<file path="config.mk">
export PLATFORM = sky130hd
export DESIGN_NAME = mem_port_arbiter
export DESIGN_NICKNAME = d
export VERILOG_FILES = /design/src/rtl/mem_port_arbiter.sv
export SDC_FILE = /design/constraint.sdc
export NUM_CORES = 1
export LEC_CHECK = 0
export CAP_MARGIN = 20
export CORE_ASPECT_RATIO = 0.7
export CORE_MARGIN = 2
export CORE_UTILIZATION = 44
export CTS_CLUSTER_SIZE = 24
export DETAILED_ROUTE_END_ITERATION = 10
export GPL_ROUTABILITY_DRIVEN = 0
export PLACE_DENSITY = 0.85
export REMOVE_ABC_BUFFERS = 1
export SLEW_MARGIN = 25
export SYNTH_ARGS = -nofsm -noshare
export SYNTH_HDL_FRONTEND = slang
export SYNTH_SLANG_ARGS = --single-unit
</file>
<file path="constraint.sdc">
create_clock -name clk -period 3.3 [get_ports clk]
set_input_delay 0.825 -clock clk [delete_from_list [all_inputs] [get_ports clk]]
set_output_delay 0.825 -clock clk [all_outputs]
set_load 0.03 [all_outputs]
</file>
<file path="src/rtl/mem_port_arbiter.sv">
// Two-requester (instruction/data) arbiter and sequencer for a single memory port, with a watchdog abort.
// Define ARB_ROUND_ROBIN_EN for round-robin tie-break; otherwise the data side always wins ties.
module mem_port_arbiter #(
    parameter int TIMEOUT = 255
) (
    input  logic        clk,
    input  logic        rst,
    input  logic        i_req,
    input  logic [31:0] i_addr,
    output logic        i_gnt,
    output logic        i_rvalid,
    output logic [31:0] i_rdata,
    input  logic        d_req,
    input  logic        d_rw,
    input  logic [31:0] d_addr,
    input  logic [31:0] d_wdata,
    output logic        d_gnt,
    output logic        d_rvalid,
    output logic [31:0] d_rdata,
    output logic        err,
    output logic [31:0] mem_address,
    output logic [31:0] mem_DataIn,
    output logic        mem_RW,
    output logic        mem_valid,
    input  logic        mem_done,
    input  logic [31:0] mem_DataR
);
    typedef enum logic [1:0] {IDLE, BUSY, RESP} state_t;

    localparam logic [7:0] WD_LAST = 8'(TIMEOUT - 1);

    state_t      state, state_nx;
    logic        owner_d;
    logic [7:0]  wd_cnt;
    logic        pick_d;
    logic        finish;
    logic [31:0] rsp_data;

`ifdef ARB_ROUND_ROBIN_EN
    logic last_d;

    // On a tie the side not served last wins.
    always_comb begin
        pick_d = d_req;
        if (i_req && d_req)
            pick_d = !last_d;
    end
`else
    always_comb begin
        pick_d = d_req;
    end
`endif

    always_comb begin
        finish   = mem_done || (wd_cnt == WD_LAST);
        rsp_data = (mem_done && !mem_RW) ? mem_DataR : 32'h0;
        state_nx = state;
        case (state)
            IDLE:    if (i_req || d_req) state_nx = BUSY;
            BUSY:    if (finish) state_nx = RESP;
            RESP:    state_nx = IDLE;
            default: state_nx = IDLE;
        endcase
    end

    always_ff @(posedge clk) begin
        if (rst) begin
            state       <= IDLE;
            owner_d     <= 1'b0;
            wd_cnt      <= 8'h0;
            i_gnt       <= 1'b0;
            d_gnt       <= 1'b0;
            i_rvalid    <= 1'b0;
            d_rvalid    <= 1'b0;
            i_rdata     <= 32'h0;
            d_rdata     <= 32'h0;
            err         <= 1'b0;
            mem_address <= 32'h0;
            mem_DataIn  <= 32'h0;
            mem_RW      <= 1'b0;
            mem_valid   <= 1'b0;
`ifdef ARB_ROUND_ROBIN_EN
            last_d      <= 1'b1;
`endif
        end else begin
            state    <= state_nx;
            i_gnt    <= 1'b0;
            d_gnt    <= 1'b0;
            i_rvalid <= 1'b0;
            d_rvalid <= 1'b0;
            case (state)
                IDLE: begin
                    if (i_req || d_req) begin
                        owner_d     <= pick_d;
                        i_gnt       <= !pick_d;
                        d_gnt       <= pick_d;
                        mem_valid   <= 1'b1;
                        wd_cnt      <= 8'h0;
                        mem_address <= pick_d ? d_addr : i_addr;
                        mem_DataIn  <= pick_d ? d_wdata : 32'h0;
                        mem_RW      <= pick_d & d_rw;
`ifdef ARB_ROUND_ROBIN_EN
                        last_d      <= pick_d;
`endif
                    end
                end
                BUSY: begin
                    if (finish) begin
                        // Completion wins over a watchdog expiry in the same cycle.
                        mem_valid <= 1'b0;
                        err       <= !mem_done;
                        if (owner_d) begin
                            d_rvalid <= 1'b1;
                            d_rdata  <= rsp_data;
                        end else begin
                            i_rvalid <= 1'b1;
                            i_rdata  <= rsp_data;
                        end
                    end else begin
                        wd_cnt <= wd_cnt + 8'h1;
                    end
                end
                default: ;
            endcase
        end
    end
endmodule

</file>
Yosys cells after proc, flatten, opt, wreduce, memory -nomap -nowiden
Cells that the tools add are included.
Word-level totals
  bits in registers: 146
  input bits: 134
  output and inout port bits: 135
  logic and storage cells: 57
Cells by class
  $add $sub $neg: 1
  equal/unequal tests: 5
  muxes and demuxes: 14
  bitwise logic cells: 6
  reduce and logical (&&, ||, !) cells: 17
Operator list (count)
  $mux 32: 3
  $mux 8: 2
  $pmux 8 s2: 1
  $reduce_and 3->1: 4
  $add 8x1->8 const B: 1
  $eq 8x8->1 const B: 1
  $ne 2x2->1 const B: 3
  $reduce_and 2->1: 3
  $reduce_or 3->1: 2
  $not 1->1: 5
  $mux 1: 4
  $mux 2: 2
  $pmux 2 s2: 1
  $logic_not 1->1: 3
  $eq 2x1->1 const B: 1
  $logic_not 2->1: 1
  $logic_or 1x1->1: 2
  $pmux 1 s2: 1
  $reduce_bool 2->1: 1
  $and 1x1->1: 1
  $logic_and 1x1->1: 1

Depth between registers and ports, before layout
  word-level depth: 4
  depth in mapped cells: 8
  mapped depth without buffers: 6

Least setup slack after synthesis
No wires, ideal clock.
  path type: input -> register
  from: input d_req
  to: register mem_address[10]
  setup time: 146 ps
  arrival time: 1863 ps
  data required time: 3154 ps
  slack: 1291 ps
  cell stages on the path: 7
  path buffers: 3
  cell sequence: buf_2 -> or2_4 -> and2_1 -> buf_6 -> buf_2 -> nor2_1 -> a211oi_2
Between the ends
  word-level cells in the longest chain between the ends: 2
  elaborated cells between the ends (all ways): 3
  classes of those cells: 1 x mux; 2 x reduce/logical
RTL lines
  from (decl): line 13  | input logic d_req,
  $logic_or 1x1->1: line 93  | if (i_req || d_req) begin
  $reduce_and 2->1 (no source line)
  to (signal assigned): line 99  | mem_address <= pick_d ? d_addr : i_addr;
  to (decl): line 21  | output logic [31:0] mem_address,
Several ways; a longest one is shown, not always the timed one.
A chain may end at the register's enable or synchronous reset.

Worst setup path after layout
  from: register mem_RW
  to: output mem_RW
RTL lines
  from (decl): line 23  | output logic mem_RW,
  from (signal assigned): line 101  | mem_RW <= pick_d & d_rw;
No word-level cell between the ends.

==> metrics <==
Max VDD drop=0.4515 mV; most used routing layer=met2; Power Internal=3.420 mW; synthesized area=5772 µm²; Main synth FF type=dfxtp_1; crit path DAT=1.54 ns; GRT Total Usage=0.2486; CTS buffer count=17; TritonCTS clock tree=built; # hold bufs at CTS=0; most frequent cells after synthesis=dfxtp_1, nand3_1, a21oi_1; overall die width=140.9 µm; sequential share of the synthesized area=0.5064; post-CTS setup buffers=0; Root Buffer Master=clkbuf_16; RSZ-0062 raised after global routing=no; Final Hold Vio Count=0; CTS H-tree lvls=4; met3 Use GR=0.05487; dpl ws=0.6514 ns; Reg power frac=0.404; worst slew pin tran=0.7498 ns; ratio of cells with drive above 1 in the final layout=0.09964; Final Max Slew Viols=0; asr flop ratio synth=0; crit-path max cell delay=0.73 ns; outcome=finished, final reports clean; Max FO, Critical Path=3; Finished Core Util=0.7160; Worst Hold Class=register to register; dominant cell type by area after synthesis=dfxtp_1; post-route ant nets=0; routed wire length=17.94 mm; die area=14,060 µm²; # IOs=269; vias post-DR=5,588; vias in the first global route=5,553; DIE HEIGHT=99.83 µm; Clock Tree Buf Depth=2; Routed WL per cell=17.85 µm; # Max-Cap Violations=0; number of nets in the layout=966; CP delay by family, top=buffers and inverters; Worst setup SP type=register; CP bufs+invs=1; most frequent cell after synthesis=dfxtp_1; P_sw=1.345 mW; leading post-synthesis cells by cell area=dfxtp_1, a211oi_2, nand3_1; Worst-path clk slew=0.06 ns; initial drt markers=374; final setup fails=0; setup ws final=0.9328 ns; final worst path period need=2.367 ns; Core ar.=12,590 µm²; Synth warnings=0; first-pass GRT wire length=28.17 mm; 1st-pass router iterations=5; Max Clock Freq=422.4 MHz; Power Density=528.5 nW/µm²; hpwl dp=12.73 mm; Logic pwr share=0.201; worst endpoint required time=2.47 ns; GR Util met1=0.2998; Fin Hold WS=0.4778 ns; Avg Inst Size Synth=9.766 µm²; Yosys cell types=45; flops & latches, synth=146; met2 GRT Util=0.4341; clock power share=0.396; row count=34; Post-Synthesis Cells=591; EDFF count, synth=0; relative slew slack=0.5001; cts repair resizes=0; Critical Path Sink Type=output pin; antenna violations before repair=0; clock net sink count=146; leakage power=3.275 nW; clk_skew=0.01294 ns; GR Overflow Total=0; Starting Density=0.4584; Post-route DRC=0; I/O Buffers=268; Sw Share=0.2822; Crit Path Class=register to output pin; overall power=4.765 mW; fin crit share=0.7173; Area Overhead vs Synth=56.21%; Clk Latency, worst-skew pair=0.41 ns; largest net degree at the start of global routing=67; Vias/cell=5.560; Slowest-stage cell, CP=clkdlybuf4s50_1; cell chain of the critical path=clkdlybuf4s50_1; Yosys top cell area share=0.5064; antenna cells=0
[stage by stage]
| step | instance area, µm² | cells | TNS [ns] |
|---|---|---|---|
| 2_1_floorplan | 5455 | 532 | -0.7133 |
| 3_3_place_gp | 8437 | 973 | 0 |
| 3_5_place_dp | 8437 | 973 | 0 |
| 4_1_cts | 9016 | 1005 | 0 |
| 5_1_grt | 9016 | 1005 | 0 |
| 6_report | 9016 | 1005 | 0 |
[state kept, by name, indices dropped and copies added, names as in the netlist, 2 cells and up]
register     cells
mem_DataIn      32
d_rdata         32
i_rdata         32
wd_cnt           8
state            2
mem_address     32
[path summary, 6_finish.rpt]
check                           cells past startpoint              to            from  slack, ns
worst max-delay path                                1          mem_RW          mem_RW       0.93
worst min-delay path                                1  mem_DataIn[17]  mem_DataIn[17]       0.48
worst max register to register                      4     d_rdata[25]        state[0]       1.07
worst min register to register                      1  mem_DataIn[17]  mem_DataIn[17]       0.48
[power groups by stage]
stage / Combinational, mW / Clock (mW) / Sequential, mW
after CTS: 0.957 / 1.91 / 1.92
after detailed placement: 0.954 / 0 / 1.96
after floorplan: 0.272 / 0 / 2.15
after global routing: 1.01 / 1.99 / 1.94
final: 0.956 / 1.89 / 1.92
after global placement: 0.933 / 0 / 1.96
[per-layer routing]
| metal | part of all wire | vias up |
|---|---|---|
| met3 | 0.069 | 37 |
| met2 | 0.48 | 287 |
| li1 | - | 2630 |
| met1 | 0.42 | 2634 |
| met4 | 0.032 | 0 |
| met5 | 0 | - |
[cell usage in the layout (no fill, tap or decap), drive strengths merged, types with 7 or more instances in the layout]
master	count
a21oi	70
mux2i	32
nand3	70
nand2	7
inv	7
buf	13
o21ai	66
nor2	36
a22o	33
dfxtp	146
clkdlybuf4s50	266
clkbuf	19
a211oi	34
[area by class of cell]
| class | count | area [µm²] |
|---|---|---|
| Fill cell | 900 | 3576 |
| Sequential cell | 146 | 2923 |
| Timing Repair Buffer | 279 | 2770 |
| Multi-Input combinational cell | 385 | 2537 |
| Clock buffer | 19 | 432.9 |
| Tap cell | 162 | 202.7 |
| Clock inverter | 13 | 146.4 |
| Inverter | 1 | 3.754 |
[cell families after synthesis]
| logic type | share of synthesized area |
|---|---|
| buffers and inverters | 0.05549 |
| AOI/OAI and AO/OA | 0.2569 |
| adders and majority gates | 0.004335 |
| muxes | 0.05550 |
| and+or+nand+nor | 0.1214 |
| DFF | 0.5064 |
No activity file was read; power rests on OpenSTA's default activity.
